===== src/rtl/td4_pkg.sv =====
// Shared TD4 definitions: loader state encoding, memory geometry and the
// nibble layout of a program word {immediate, opcode}.
package td4_pkg;

  localparam int unsigned TD4_ADDR_W   = 4;
  localparam int unsigned TD4_WORD_W   = 8;
  localparam int unsigned TD4_NIBBLE_W = 4;
  localparam int unsigned TD4_OPC_LSB  = 0;
  localparam int unsigned TD4_IMM_LSB  = 4;

  typedef enum logic [2:0] {
    IDLE,
    SHIFT,
    WRITE,
    CHECK,
    DONE
  } loader_state_t;

endpackage


===== src/rtl/prog_loader_if.sv =====
// TD4 program-memory write port: the loader drives it (master), the memory
// side observes it (slave).
interface prog_loader_if
  import td4_pkg::*;
#(
  parameter int ADDR_W = TD4_ADDR_W
);
  logic [ADDR_W-1:0]       mem_address;
  logic [TD4_NIBBLE_W-1:0] mem_opcode;
  logic [TD4_NIBBLE_W-1:0] mem_immediate;
  logic                    mem_write;

  modport master (output mem_address, mem_opcode, mem_immediate, mem_write);
  modport slave  (input  mem_address, mem_opcode, mem_immediate, mem_write);
endinterface


===== src/rtl/prog_loader_sync_edge.sv =====
// N-stage synchronizer for an asynchronous pin, with one-clk rising and
// falling edge pulses derived from the last two synchronized samples.
module sync_edge #(
  parameter int unsigned STAGES = 2
) (
  input  logic clk,
  input  logic rst_n,
  input  logic d,
  output logic q,
  output logic rise,
  output logic fall
);
  logic [STAGES-1:0] chain;
  logic              prev;

  always_ff @(posedge clk or negedge rst_n) begin
    if (!rst_n) begin
      chain <= '0;
      prev  <= 1'b0;
    end else begin
      chain <= {chain[STAGES-2:0], d};
      prev  <= chain[STAGES-1];
    end
  end

  assign q    = chain[STAGES-1];
  assign rise = q & ~prev;
  assign fall = ~q & prev;
endmodule


===== src/rtl/prog_loader.sv =====
// Serial TD4 program loader: shifts bytes MSB first on ser_clk and writes
// them to sequential addresses while holding the CPU halted.
// Optional trailer checksum: define PROG_LOADER_CHECKSUM_EN.
module prog_loader
  import td4_pkg::*;
#(
  parameter int WORDS       = 16,
  parameter int ADDR_W      = TD4_ADDR_W,
  parameter int SYNC_STAGES = 2
) (
  input  logic           clk,
  input  logic           rst_n,
  input  logic           load_en,
  input  logic           ser_clk,
  input  logic           ser_data,
  prog_loader_if.master  mem,
  output logic           cpu_halt,
  output logic           busy,
  output logic           done,
  output logic           err
);
  loader_state_t state, state_nxt;

  logic load_q, load_rise, load_fall;
  logic sclk_q, sclk_rise, sclk_fall;
  logic data_q, data_rise, data_fall;
  logic unused_sync;

  logic [ADDR_W-1:0]     addr;
  logic [2:0]            bitcnt;
  logic [TD4_WORD_W-1:0] shift_q, shift_nxt;
  logic [ADDR_W-1:0]     out_addr;
  logic [TD4_WORD_W-1:0] out_word;
  logic                  last_word;
  logic                  byte_end;

  sync_edge #(.STAGES(SYNC_STAGES)) u_sync_load (
    .clk(clk), .rst_n(rst_n), .d(load_en), .q(load_q), .rise(load_rise), .fall(load_fall)
  );
  sync_edge #(.STAGES(SYNC_STAGES)) u_sync_sclk (
    .clk(clk), .rst_n(rst_n), .d(ser_clk), .q(sclk_q), .rise(sclk_rise), .fall(sclk_fall)
  );
  sync_edge #(.STAGES(SYNC_STAGES)) u_sync_data (
    .clk(clk), .rst_n(rst_n), .d(ser_data), .q(data_q), .rise(data_rise), .fall(data_fall)
  );
  assign unused_sync = ^{load_fall, sclk_q, sclk_fall, data_rise, data_fall};

  assign shift_nxt = {shift_q[TD4_WORD_W-2:0], data_q};
  assign last_word = (addr == ADDR_W'(WORDS - 1));
  assign byte_end  = sclk_rise && (bitcnt == 3'd7);

  always_ff @(posedge clk or negedge rst_n) begin
    if (!rst_n) state <= IDLE;
    else        state <= state_nxt;
  end

  // Abort is tested before the serial edge so a dropping load_en always wins.
  always_comb begin
    state_nxt = state;
    cpu_halt  = (state != IDLE);
    busy      = (state == SHIFT) || (state == WRITE);
    done      = (state == DONE);
    unique case (state)
      IDLE:  if (load_rise) state_nxt = SHIFT;
      SHIFT: begin
        if (!load_q)       state_nxt = IDLE;
        else if (byte_end) state_nxt = WRITE;
      end
      WRITE: begin
`ifdef PROG_LOADER_CHECKSUM_EN
        state_nxt = last_word ? CHECK : SHIFT;
`else
        state_nxt = last_word ? DONE : SHIFT;
`endif
      end
`ifdef PROG_LOADER_CHECKSUM_EN
      CHECK: begin
        if (!load_q)       state_nxt = IDLE;
        else if (byte_end) state_nxt = DONE;
      end
`endif
      DONE:    if (!load_q) state_nxt = IDLE;
      default: state_nxt = IDLE;
    endcase
  end

  // The output word is captured on entry to WRITE so it holds afterwards.
  always_ff @(posedge clk or negedge rst_n) begin
    if (!rst_n) begin
      addr     <= '0;
      bitcnt   <= '0;
      shift_q  <= '0;
      out_addr <= '0;
      out_word <= '0;
    end else begin
      unique case (state)
        IDLE: begin
          if (load_rise) begin
            addr    <= '0;
            bitcnt  <= '0;
            shift_q <= '0;
          end
        end
        SHIFT, CHECK: begin
          if (load_q && sclk_rise) begin
            shift_q <= shift_nxt;
            bitcnt  <= bitcnt + 3'd1;
          end
        end
        WRITE: begin
          bitcnt <= sclk_rise ? 3'd1 : 3'd0;
          if (sclk_rise)  shift_q <= shift_nxt;
          if (!last_word) addr    <= addr + 1'b1;
        end
        default: ;
      endcase
      if (state == SHIFT && state_nxt == WRITE) begin
        out_addr <= addr;
        out_word <= shift_nxt;
      end
    end
  end

  assign mem.mem_write     = (state == WRITE);
  assign mem.mem_address   = out_addr;
  assign mem.mem_opcode    = out_word[TD4_OPC_LSB +: TD4_NIBBLE_W];
  assign mem.mem_immediate = out_word[TD4_IMM_LSB +: TD4_NIBBLE_W];

`ifdef PROG_LOADER_CHECKSUM_EN
  logic [TD4_WORD_W-1:0] sum;
  logic [TD4_WORD_W-1:0] check_total;
  logic                  err_q;

  assign check_total = sum + shift_nxt;

  always_ff @(posedge clk or negedge rst_n) begin
    if (!rst_n) begin
      sum   <= '0;
      err_q <= 1'b0;
    end else if (state == IDLE && load_rise) begin
      sum   <= '0;
      err_q <= 1'b0;
    end else if (state == WRITE) begin
      sum <= sum + out_word;
    end else if (state == CHECK && load_q && byte_end && check_total != '0) begin
      err_q <= 1'b1;
    end
  end

  assign err = err_q;
`else
  assign err = 1'b0;
`endif
endmodule


===== src/flat_wrapper.sv =====
// flat-port wrapper written by rule: the top's interface ports become plain ports
module prog_loader_flat import td4_pkg::*;
#(
  parameter int WORDS       = 16,
  parameter int ADDR_W      = TD4_ADDR_W,
  parameter int SYNC_STAGES = 2
)
  (clk, rst_n, load_en, ser_clk, ser_data, cpu_halt, busy, done, err, mem_mem_address, mem_mem_opcode, mem_mem_immediate, mem_mem_write);
  prog_loader_if #(.ADDR_W(ADDR_W)) mem_i ();
  input  logic clk;
  input  logic rst_n;
  input  logic load_en;
  input  logic ser_clk;
  input  logic ser_data;
  output logic cpu_halt;
  output logic busy;
  output logic done;
  output logic err;
  output wire logic [$bits(mem_i.mem_address)-1:0] mem_mem_address;
  output wire logic [$bits(mem_i.mem_opcode)-1:0] mem_mem_opcode;
  output wire logic [$bits(mem_i.mem_immediate)-1:0] mem_mem_immediate;
  output wire logic [$bits(mem_i.mem_write)-1:0] mem_mem_write;
  assign mem_mem_address = mem_i.mem_address;
  assign mem_mem_opcode = mem_i.mem_opcode;
  assign mem_mem_immediate = mem_i.mem_immediate;
  assign mem_mem_write = mem_i.mem_write;
  prog_loader #(.WORDS(WORDS), .ADDR_W(ADDR_W), .SYNC_STAGES(SYNC_STAGES)) u_core (.clk(clk), .rst_n(rst_n), .load_en(load_en), .ser_clk(ser_clk), .ser_data(ser_data), .mem(mem_i), .cpu_halt(cpu_halt), .busy(busy), .done(done), .err(err));
endmodule

===== config.mk =====
export PLATFORM = sky130hd
export DESIGN_NAME = prog_loader_flat
export DESIGN_NICKNAME = d
export VERILOG_FILES = /design/src/rtl/td4_pkg.sv /design/src/rtl/prog_loader_if.sv /design/src/rtl/prog_loader_sync_edge.sv /design/src/rtl/prog_loader.sv /design/src/flat_wrapper.sv
export SDC_FILE = /design/constraint.sdc
export NUM_CORES = 1
export LEC_CHECK = 0
export CAP_MARGIN = 20
export CORE_MARGIN = 3
export CORE_UTILIZATION = 48
export CTS_CLUSTER_DIAMETER = 150
export DETAILED_ROUTE_END_ITERATION = 7
export GPL_ROUTABILITY_DRIVEN = 0
export GPL_TIMING_DRIVEN = 0
export HOLD_SLACK_MARGIN = 0.05
export PLACE_DENSITY = 0.8
export SYNTH_ARGS = -nofsm -noshare
export SYNTH_HDL_FRONTEND = slang
export SYNTH_HIERARCHICAL = 1
export SYNTH_SLANG_ARGS = --single-unit

===== constraint.sdc =====
create_clock -name clk -period 1.6 [get_ports clk]
set_input_delay 0.24 -clock clk [delete_from_list [all_inputs] [get_ports clk]]
set_output_delay 0.24 -clock clk [all_outputs]
set_load 0.01 [all_outputs]

Word-level counts from Yosys, hierarchy flattened

Cells that the tools add are included.

Flip-flop bits (word level): 37
Input bits: 5
Output and inout bits: 17
Logic and storage cells: 57

Add/subtract/negate cells: 2
Equal/unequal tests: 11
Muxes and demuxes: 17
Bitwise gates (word level): 4
Reduce and logical (&&, ||, !) cells: 12

Operators by type and width:

| kind                                                   | number |
|---|---|
| 2-to-1 mux 3 bit                                       | 7 |
| 2-to-1 mux 7 bit                                       | 3 |
| one-hot mux 7 bit (3 select lines)                     | 1 |
| one-hot mux 3 bit (4 select lines)                     | 1 |
| == test 3 x 2 -> 1 bit (second input constant)         | 3 |
| one-hot mux 3 bit (3 select lines)                     | 1 |
| 2-to-1 mux 4 bit                                       | 2 |
| one-hot mux 4 bit (2 select lines)                     | 1 |
| == test 3 bit (second input constant)                  | 2 |
| inequality test 2 x 1 -> 1 bit (second input constant) | 3 |
| AND reduction 3 bit                                    | 2 |
| nonzero test 3 bit                                     | 2 |
| adder 4 x 1 -> 4 bit (second input constant)           | 1 |
| == test 4 bit (second input constant)                  | 1 |
| AND reduction 4 bit                                    | 1 |
| adder 3 x 1 -> 3 bit (second input constant)           | 1 |
| == test 3 x 1 -> 1 bit (second input constant)         | 1 |
| logical AND 1 bit                                      | 3 |
| logical NOT 3 bit                                      | 1 |
| bitwise AND 1 bit                                      | 2 |
| inequality test 2 bit (second input constant)          | 1 |
| NOT 1 bit                                              | 2 |
| nonzero test 2 bit                                     | 1 |
| OR reduction 2 bit                                     | 1 |
| other kinds (2)                                        | 2 |

Longest topological paths before layout

Gate-level depths: netlist of the first run.

Depth after elaboration: 8
Mapped depth: 6

Cells and area by module

The synthesis of the first run kept the hierarchy.

By module, submodules not included:

| module      | times used | cells an instance | area each (um^2) | seq. area each (um^2) |
|---|---|---|---|---|
| prog_loader | 1          | 119               | 1,372.6          | 725.7 |
| sync_edge   | 3          | 5                 | 90.1             | 75.1 |

Worst setup path after synthesis of the first run

Ideal clock, no wire load.

Path kind: register -> register
Start point: reg u_core.bitcnt[0]
End point: reg u_core.out_addr[2], in the netlist u_core/mem.mem_address[2]
Library setup time: 0.128 ns
Arrival time: 1.346 ns
Required time: 1.472 ns
Slack: 0.127 ns
Cell stages (with the launch flop): 7
Path buffers: 1
Period minus slack after synthesis: 1.473 ns
Path through: dfrtp_1 > ha_1 > ha_1 > nand2_1 > nor2_2 > buf_6 > mux2_1

Longest elaborated chain between the ends: 7

Ends and longest elaborated chain:

| element                            | RTL line           | text |
|---|---|---|
| start: declaration                 | prog_loader.sv:30  | `logic [2:0] bitcnt;` |
| start signal: assignment           | prog_loader.sv:107 | `bitcnt <= bitcnt + 3'd1;` |
| start signal: assignment           | prog_loader.sv:111 | `bitcnt <= sclk_rise ? 3'd1 : 3'd0;` |
| == test 3 bit                      | prog_loader.sv:50  | `assign byte_end = sclk_rise && (bitcnt == 3'd7);` |
| logical AND 1 bit                  | prog_loader.sv:50  |  |
| 2-to-1 mux 3 bit                   | prog_loader.sv:67  | `else if (byte_end) state_nxt = WRITE;` |
| 2-to-1 mux 3 bit                   | prog_loader.sv:66  | `if (!load_q) state_nxt = IDLE;` |
| one-hot mux 3 bit (4 select lines) | prog_loader.sv:63  | `unique case (state)` |
| via u_core.state_nxt[1]            | prog_loader.sv:22  | `loader_state_t state, state_nxt;` |
| == test 3 x 2 -> 1 bit             | prog_loader.sv:117 | `if (state == SHIFT && state_nxt == WRITE) begin` |
| logical AND 1 bit                  | prog_loader.sv:117 |  |
| end signal: assignment             | prog_loader.sv:118 | `out_addr <= addr;` |
| end: declaration                   | prog_loader.sv:32  | `logic [ADDR_W-1:0] out_addr;` |

The timed path passes the listed nets, and every way through them passes these cells.
A chain may end at the register's enable or synchronous reset.

Final worst setup path of the first run

Start point: reg u_core.state[0]
End point: out done

Longest elaborated chain between the ends: 1

Ends and longest elaborated chain:

| element                  | RTL line           | text |
|---|---|---|
| start: declaration       | prog_loader.sv:22  |  |
| start signal: assignment | prog_loader.sv:54  | `else state <= state_nxt;` |
| == test 3 bit            | prog_loader.sv:62  | `done = (state == DONE);` |
| end: declaration         | flat_wrapper.sv:17 | `output logic done;` |

No other way between the ends.

==> results of run 1 <==
## worst max-delay path by stage
stage	from	end	depth (start not counted)
2_1_floorplan	u_core/bitcnt[0]$_DFFE_PN0P_	u_core/mem.mem_address[2]$_DFFE_PN0P_	6
5_1_grt	u_core/state[0]$_DFF_PN0_	done	5
6_report	u_core/state[0]$_DFF_PN0_	done	5
4_1_cts	u_core/state[0]$_DFF_PN0_	done	5
3_5_place_dp	u_core/state[0]$_DFF_PN0_	done	5
3_3_place_gp	rst_n	u_core/u_sync_data/chain[0]$_DFF_PN0_	1
## registers in the layout, summed over array words and instances (netlist names)
register,flops
u_core/addr,4
u_core/bitcnt,3
u_core/mem.mem_address,4
u_core/out_word,8
u_core/shift_q,7
u_core/state,3
u_core/u_sync_data/chain,2
u_core/u_sync_load/chain,2
u_core/u_sync_load/prev,1
u_core/u_sync_sclk/chain,2
u_core/u_sync_sclk/prev,1
## timing repair
action / 4_1_cts / 5_1_grt
hold buffers: 1 / 0
pin swaps: 2 / 4
endpoints found under the setup margin: 15 / 20
resized for setup: 20 / 6
hold endpoints to repair: 37 / 0
buffers inserted: 1 / 11
## report_power, final
part	total [mW]	switching (mW)	internal [mW]	leakage [nW]
sequential	0.980	0.0170	0.963	0.491
clock	0.453	0.286	0.167	0.0283
combinational	0.187	0.0985	0.0884	0.431
total	1.62	0.402	1.22	0.951
## per-stage QoR
stage | instance area, µm² | cells
floorplan | 1590 | 129
global placement | 1840 | 193
detailed placement | 1840 | 193
CTS | 1930 | 202
global route | 2010 | 213
finish | 2010 | 213
## critical path: stages (launching register included)
cell                      delay [ps]
sky130_fd_sc_hd__dfrtp_1         390
sky130_fd_sc_hd__buf_6           140
sky130_fd_sc_hd__or2_1           220
sky130_fd_sc_hd__buf_6           130
sky130_fd_sc_hd__nor2_4          110
sky130_fd_sc_hd__buf_6           110
## routing by layer
metal | vias up | wire length (µm) | share of wire
met5 | - | 0 | 0
met4 | 0 | 62 | 0.021
li1 | 525 | - | -
met2 | 35 | 1530 | 0.51
met3 | 9 | 145 | 0.048
met1 | 533 | 1270 | 0.42
## area by class of cell
class                           count  area share
Sequential cell                    37       0.464
Multi-Input combinational cell     83       0.311
Timing Repair Buffer               33       0.140
Tap cell                           44      0.0274
Buffer                              5      0.0243
Clock buffer                        6      0.0206
Inverter                            4     0.00811
Clock inverter                      1     0.00437
==> impl_summary.txt, run 1 <==
----------------------------------------------------
[Outcome]
  Result of the run ... finished with violations
  Failing checks ... setup timing

[Place]
  Buffers added on ports ... 20
  Setup Slack @ Placement ... -252 ps
  Final HPWL DP ... 1.97 mm

[Layout]
  Ratio of cells with drive above 1 in the final layout ... 0.296
  Fill cell count ... 260
  Diode insertion count for antenna repair ... 0
  Area taken by multi-input logic gates ... 624 µm²
  Core utilization of the finished layout ... 0.646
  Area overhead of the layout relative to synthesis ... 26.5%
  Leading cell type in the layout, fill and taps excluded ... sky130_fd_sc_hd__dfrtp_1
  Highest-count cells in the layout ignoring fill and taps ... 34 x sky130_fd_sc_hd__dfrtp_1, 15 x sky130_fd_sc_hd__clkdlybuf4s50_1, 14 x sky130_fd_sc_hd__nand2_1, 14 x sky130_fd_sc_hd__buf_4, 13 x sky130_fd_sc_hd__mux2_1
  Combined flip-flop and latch cell area ... slightly above 900 µm²
  Post-layout nets ... 177

[STA]
  Ratio of final minimum period to clock period ... 1.04
  Number of setup violations in the final report ... 1
  Normalized max-slew margin ... 0.471
  Crit path time final ... roughly 1700 ps
  Achievable clock frequency ... 0.598 GHz
  Slew Limit Fails ... 0
  Worst-case setup margin in the final layout ... -70.9 ps
  Worst hold-check slack ... 334 ps
  Total Negative Setup Slacks ... -70.9 ps
  Final worst clock skew ... 5.08 ps
  Worst-Margin Slew ... 793 ps
  Setup repair after global routing missed its margin ... true
  Number of hold violations in the final report ... 0

[Clock tree]
  Clock root buffer ... sky130_fd_sc_hd__clkbuf_4
  Skew-Pair Late Insertion Delay ... 330 ps
  Maximum clock insertion buffer count ... 2
  Number of buffers created by CTS ... 5
  Clock tree from TritonCTS ... done
  CTS sink cnt ... 37
  Reg clk slew, reported paths ... 100 ps
  H-tree Lvls ... 2

[Global routing]
  Met1 layer usage reported by global route ... 0.198
  Antenna violations before repair ... 0
  Met2 Resource Use GR ... 0.256
  Total gr overflow ... 0
  Met3 Usage GRT ... 0.0570
  Busiest layer in global routing ... met2
  First-pass GRT wire length ... 5.00 mm
  Via count of the first global-routing pass ... 1,107
  Pin count of the biggest net entering global routing ... 38
  Aggregate global-route resource usage ... 0.161

[Routing]
  Average wire per standard cell ... 14.1 µm
  Final routed wirelength across all metal layers ... ~3.0 mm
  Total vias in the final route ... around 1,100
  Detailed-route vias per instance ... 5.17
  Residual antenna-violating net count after detailed routing ... 0
  Residual DRC ... 0
  Drt first pass iters ... 4
  Number of DRC markers after the initial detailed-route iteration ... 55

[Floorplan]
  Chip Width ... 63.5 µm
  Placeable core area ... 3100 µm²
  Vertical extent of the die ... 63.5 µm
  Initial Utilization ... 0.511
  Area of the die ... 4030 µm²
  Number of rows in the core area ... 20
  Count of pins on the block boundary ... 22

[Worst hold path]
  Endpoint of the worst hold path ... u_core/u_sync_data/chain[0]$_DFF_PN0_
  Worst hold-check path type ... in -> reg
  Worst hold stages ... 1
  Min-Delay Startpoint ... ser_data

[Critical path]
  WP data required ... 1360 ps
  Crit Reg-Reg Endpoint ... u_core/shift_q[0]$_DFFE_PN0P_
  Kind of launch point of the worst setup path ... flip-flop
  Cells on worst reg2reg path ... 5
  Worst reg2reg path startpoint ... u_core/state[1]$_DFF_PN0_
  Highest fanout seen on the critical path ... 7
  Crit path arrival time ... 1430 ps
  Type of the worst setup path ... reg -> out
  Kind of capture point of the worst setup path ... output port
  Setup slack of the most critical reg-to-reg path ... 40 ps

[Synth]
  Number of synthesis warnings ... 6
  Netlist Area Pre-Place ... 1590 µm²
  Synthesized area divided by synthesized cell count ... 12.3 µm²
  Syn Inst Count ... 129
  Nets in the synthesized netlist ... 137

[Pwr]
  Power per unit of standard cell area ... 808 nW/µm²
  LEAKAGE ... 0.951 nW
  Maximum vdd drop ... 0.577 mV
  Final Total Pwr ... 1.62 mW

[Run]
  Max-cap violations ... 0

----------------------------------------------------
(Power assumes the default switching activity.)
==> run 2: changes to the inputs <==
Settings changed: CORE_ASPECT_RATIO set to 1.2.
==> impl_summary.txt, run 2 (same netlist as run 1, synthesis figures left out) <==
----------------------------------------------------
[Critical path]
  Cell repeated most along the worst path ... sky130_fd_sc_hd__buf_6
  WP data required ... 1360 ps (about the same)
  Kind of capture point of the worst setup path ... output port
  Worst reg2reg path startpoint ... u_core/bitcnt[0]$_DFFE_PN0P_
  Slowest stage cell, crit path ... sky130_fd_sc_hd__dfrtp_1
  Type of the worst setup path ... reg -> out
  Buffers and inverters on the worst path ... 3 (unchanged)
  Worst path max stage delay ... 390 ps (about the same)
  Crit path arrival time ... 1420 ps (about the same)
  Critical Path Start ... u_core/state[0]$_DFF_PN0_
  Family with the most delay on the worst path ... flip-flops
  Critical path, cell by cell ... buf_6, or2_1, buf_6, nor2_4, buf_6
  Highest fanout seen on the critical path ... 5 (-2)
  Kind of launch point of the worst setup path ... flip-flop

[Run]
  Max-cap violations ... 0 (unchanged)

[Pwr]
  LEAKAGE ... 0.968 nW (+1.8%)
  Maximum vdd drop ... 0.737 mV (+28%)
  Power per unit of standard cell area ... 796 nW/µm² (-1.5%)

[Place]
  Instance area after placement ... 1830 µm² (-0.55%)
  Final HPWL DP ... 1.91 mm (-2.8%)
  Setup Slack @ Placement ... -231 ps (+20.5 ps)
  Buffers added on ports ... 20 (unchanged)

[Worst hold path]
  Worst hold-check path type ... in -> reg
  Min-Delay Startpoint ... ser_clk

[Clock tree]
  Number of buffers created by CTS ... 5 (unchanged)
  Clock tree from TritonCTS ... done
  Skew-Pair Late Insertion Delay ... 350 ps (+20 ps)
  Maximum clock insertion buffer count ... 2 (unchanged)
  Reg clk slew, reported paths ... 110 ps (about the same)
  Clock root buffer ... sky130_fd_sc_hd__clkbuf_4
  CTS sink cnt ... 37 (unchanged)
  H-tree Lvls ... 2 (unchanged)

[Global routing]
  Total gr overflow ... 0 (unchanged)
  Antenna violations before repair ... 0 (unchanged)
  First-pass GRT wire length ... 4.68 mm (-6.3%)
  Aggregate global-route resource usage ... 0.157 (-0.00434)
  Pin count of the biggest net entering global routing ... 38 (unchanged)
  Via count of the first global-routing pass ... 1,073 (-3.1%)

[Layout]
  Ratio of cells with drive above 1 in the final layout ... 0.329 (+0.0336)
  Largest registers ... u_core/out_word x8, u_core/shift_q x7
  Post-layout nets ... 177 (unchanged)
  Fill cell count ... 246 (-5.4%)
  Leading cell type in the layout, fill and taps excluded ... sky130_fd_sc_hd__dfrtp_1
  Core utilization of the finished layout ... 0.660 (+0.0133)
  Highest-count cells in the layout ignoring fill and taps ... 35 x sky130_fd_sc_hd__dfrtp_1, 15 x sky130_fd_sc_hd__clkdlybuf4s50_1, 13 x sky130_fd_sc_hd__nand2_1
  Diode insertion count for antenna repair ... 0 (unchanged)
  Total non-filler cell area in the finished layout ... 2050 µm² (+2.3%)
  Area overhead of the layout relative to synthesis ... 29.4%
  Flip-flop count of the largest register after layout ... 8 (unchanged)
  Most flops, register ... u_core/out_word

[Floorplan]
  Chip Width ... 58.5 µm (-7.9%)
  Initial Utilization ... 0.510 (-0.00123)
  Count of pins on the block boundary ... 22 (unchanged)
  Placeable core area ... 3110 µm² (+0.24%)
  Number of rows in the core area ... 22 (+10%)
  Area of the die ... 4030 µm² (about the same)
  Vertical extent of the die ... 69.0 µm (+8.6%)

[STA]
  Number of hold violations in the final report ... 0 (unchanged)
  Normalized max-slew margin ... 0.456 (-0.0150)
  Achievable clock frequency ... 0.601 GHz (+0.38%)
  Number of setup violations in the final report ... 1 (unchanged)
  Total Negative Setup Slacks ... -64.5 ps (+6.35 ps)
  Final worst clock skew ... 9.00 ps (+3.92 ps)
  Crit path time final ... 1660 ps (-6.35 ps)
  Setup repair after global routing missed its margin ... true
  Worst-Margin Slew ... 815 ps (+22.5 ps)
  Slew Limit Fails ... 0 (unchanged)
  Worst-case setup margin in the final layout ... -64.5 ps (+6.35 ps)
  Ratio of final minimum period to clock period ... 1.04 (-0.00397)

[Routing]
  Final routed wirelength across all metal layers ... 3.16 mm (+5.3%)
  Total vias in the final route ... 1,111 (+0.82%)
  Number of DRC markers after the initial detailed-route iteration ... 24 (-56%)
  Detailed-route vias per instance ... 5.39 (+4.2%)
  Drt first pass iters ... 4 (unchanged)
  Residual antenna-violating net count after detailed routing ... 0 (unchanged)
  Average wire per standard cell ... 15.4 µm (+8.9%)
  Residual DRC ... 0 (unchanged)

[Outcome]
  Result of the run ... finished with violations
  Failing checks ... setup timing

----------------------------------------------------
## run 2: cell count changes in the layout (fill, tap and decap cells not counted), moves of 2 or more
cell	delta
sky130_fd_sc_hd__buf_4	-2
sky130_fd_sc_hd__clkinv_2	+2
sky130_fd_sc_hd__ha_1	-2
sky130_fd_sc_hd__mux2_1	-2
sky130_fd_sc_hd__mux2_4	+2
## run 2: worst paths after layout
kind,to,slack (ps),cells after the start
min in group asynchronous,u_core/bitcnt[2]$_DFFE_PN0P_,520,2
worst max register to register,u_core/out_word[5]$_DFFE_PN0P_,20,6
worst min register to register,u_core/u_sync_data/chain[1]$_DFF_PN0_,360,0
worst min-delay path,u_core/u_sync_sclk/chain[0]$_DFF_PN0_,310,1
max in group asynchronous,u_core/u_sync_load/chain[1]$_DFF_PN0_,530,2
worst max-delay path,done,-60,5
## run 2: stage by stage
stage | cells | power [mW] | hold slack (ps)
after floorplan | 129 | 1.08 | -55.6
after global placement | 185 | 1.13 | 332
after detailed placement | 185 | 1.14 | 339
after CTS | 196 | 1.62 | 307
after global routing | 206 | 1.70 | 308
final | 206 | 1.63 | 312
## run 2: what timing repair did
action                     CTS  global route
setup endpoints to repair   13            20
hold buffers                 1             0
hold endpoints to repair    37             0
pin swaps                    2             6
resized for setup           19            15
setup buffers                2             9
cloned                       0             1
## run 2: cell type report
type | count | area, µm² | share of cell area
repair buffers | 33 | 299 | 0.146
multi-input cells | 83 | 659 | 0.321
clock buffers | 6 | 41.3 | 0.0201
well taps | 36 | 45.0 | 0.0220
flip-flops and latches | 37 | 928 | 0.452
plain buffers | 5 | 52.6 | 0.0256
clock inverters | 2 | 10.0 | 0.00488
inverters | 4 | 16.3 | 0.00793
## run 2: per-layer routing
layer | share of wire | track usage | up-vias
met1 | 0.44 | 0.186 | 554
met5 | 0 | 0 | -
met2 | 0.49 | 0.258 | 29
met3 | 0.055 | 0.0596 | 6
met4 | 0.012 | 0.0609 | 0
li1 | - | - | 522
## run 2: power by group
group	internal [mW]	switching (mW)	total, mW
Combinational	0.0798	0.0962	0.176
Clock	0.167	0.309	0.476
Sequential	0.963	0.0170	0.980
==> RTL change (flow settings as in run 1) <==
Re-encode `loader_state_t` (5 states) as one-hot, 5 bits wide.
--- a/src/rtl/td4_pkg.sv
+++ b/src/rtl/td4_pkg.sv
@@ -10,8 +10,8 @@
 
-  typedef enum logic [2:0] {
-    IDLE,
-    SHIFT,
-    WRITE,
-    CHECK,
-    DONE
+  typedef enum logic [4:0] {
+    IDLE  = 5'b00001,
+    SHIFT = 5'b00010,
+    WRITE = 5'b00100,
+    CHECK = 5'b01000,
+    DONE  = 5'b10000
   } loader_state_t;
Check against the original RTL: no difference found for any inputs over 10 cycles, from zero or initial values and one cycle with rst_n low; not proved beyond that.
==> RTL change against run 1 <==
The run still ends with setup timing left. Clock power up 49%. Total power increased by 19%. Global-route usage rose by 4.4 points. Via count rose by 24%. Die area up 10%. Sequential cell count rose by 2. Cell area increased by 25%. Synthesized area is 12% higher. Highest routed layer unchanged. Worst setup slack lost 0.20 ns. Synthesized cell count increased by 16%. Routed wire length rose by 44%.
==> RTL change: results (changes against run 1) <==
- Status: finished with violations
- Failing checks: setup timing
- GRT met1 Usage: 26.8% (+6.9 points)
- Clock Tree Root: clkbuf_8
- Fin Setup TNS: -6.17 ns (-6.10 ns)
- Share of cells above drive strength 1: 40.9% (+11 points)
- Capturing point of the worst reg2reg path: u_core/shift_q[6]
- Setup WS post-layout: -0.270 ns (-0.199 ns)
- Hold_ws: 0.0457 ns (-0.289 ns)
- Met3 WL post-DR: 228 µm (+57%)
- Non-clk buf share: 18.8% (+2.3 points)
- Post-Place Cell Area: 2050 µm² (+11%)
- M1 WL: 1810 µm (+43%)
- Post-DP HPWL: 2280 µm (+16%)
- FFs & Latches: 39 (+5.4%)
- Clock power share: 34.8% (+6.8 points)
- Routed length per instance: 17.3 µm (+23%)
- Post-CTS sizing: 54 (+170%)
- Clk Latency, worst-skew pair: 0.29 ns (-0.04 ns)
- Design Area, Final: 2500 µm² (+25%)
- DP Worst Slack: -0.444 ns (-0.192 ns)
- Pwr Density: 774 nW/µm² (-4.2%)
- First-pass GRT wire length: 6600 µm (+32%)
- Cells after synthesis: 150 (+16%)
- WL met2: 2210 µm (+45%)
- Sequential cell area: 981 µm² (+5.5%)
- Multi-input gate area: 866 µm² (+39%)
- Bufs w/o clock: 51 (+34%)
- Worst stage delay on the critical path: 0.55 ns (+0.16 ns)
- Psw: 0.471 mW (+17%)
- Drt total wl: 4320 µm (+44%)
- VDD IR max: 498 µV (-14%)
- DRT iter0 DRCs: 93 (+69%)
- Multi-input gates: 96 (+16%)
- Reg2Reg Launch Point: u_core/state[2]
- Number of setup violations in the final report: 32 (+31)
- Nets@finish: 210 (+19%)
- Leak: 1.13 nW (+19%)
- Met3 GRT Util: 6.41% (+0.70 points)
- Clock-cell share of area: 3.65% (+1.2 points)
## RTL change: cell count changes in the layout (fill, tap and decap cells not counted), sizes merged, moves of 3 or more
cell / before / now
buf: 20 / 36
o21ai: 17 / 4
inv: 3 / 9
mux2i: 1 / 7
nand3: 8 / 2
nor3: 0 / 5
nand2: 15 / 12
## RTL change: critical path, delay by kind of cell, from the launching register on
kind               cells  cell delay [ns]
and+or+nand+nor        2             0.95
DFF                    1             0.44
AOI/OAI and AO/OA      1             0.15
muxes                  1             0.25
## RTL change: worst max path at each step
stage | startpoint | to | slack, ns | depth (start not counted)
CTS | u_core/state[4] | u_core/shift_q[4] | -0.29 | 5
global placement | rst_n | u_core/out_word[4] | -0.58 | 1
global route | u_core/state[3] | u_core/addr[0] | -0.32 | 6
floorplan | u_core/state[4] | u_core/shift_q[0] | -0.17 | 5
detailed placement | u_core/state[1] | done | -0.44 | 5
finish | u_core/state[2] | u_core/shift_q[6] | -0.27 | 4
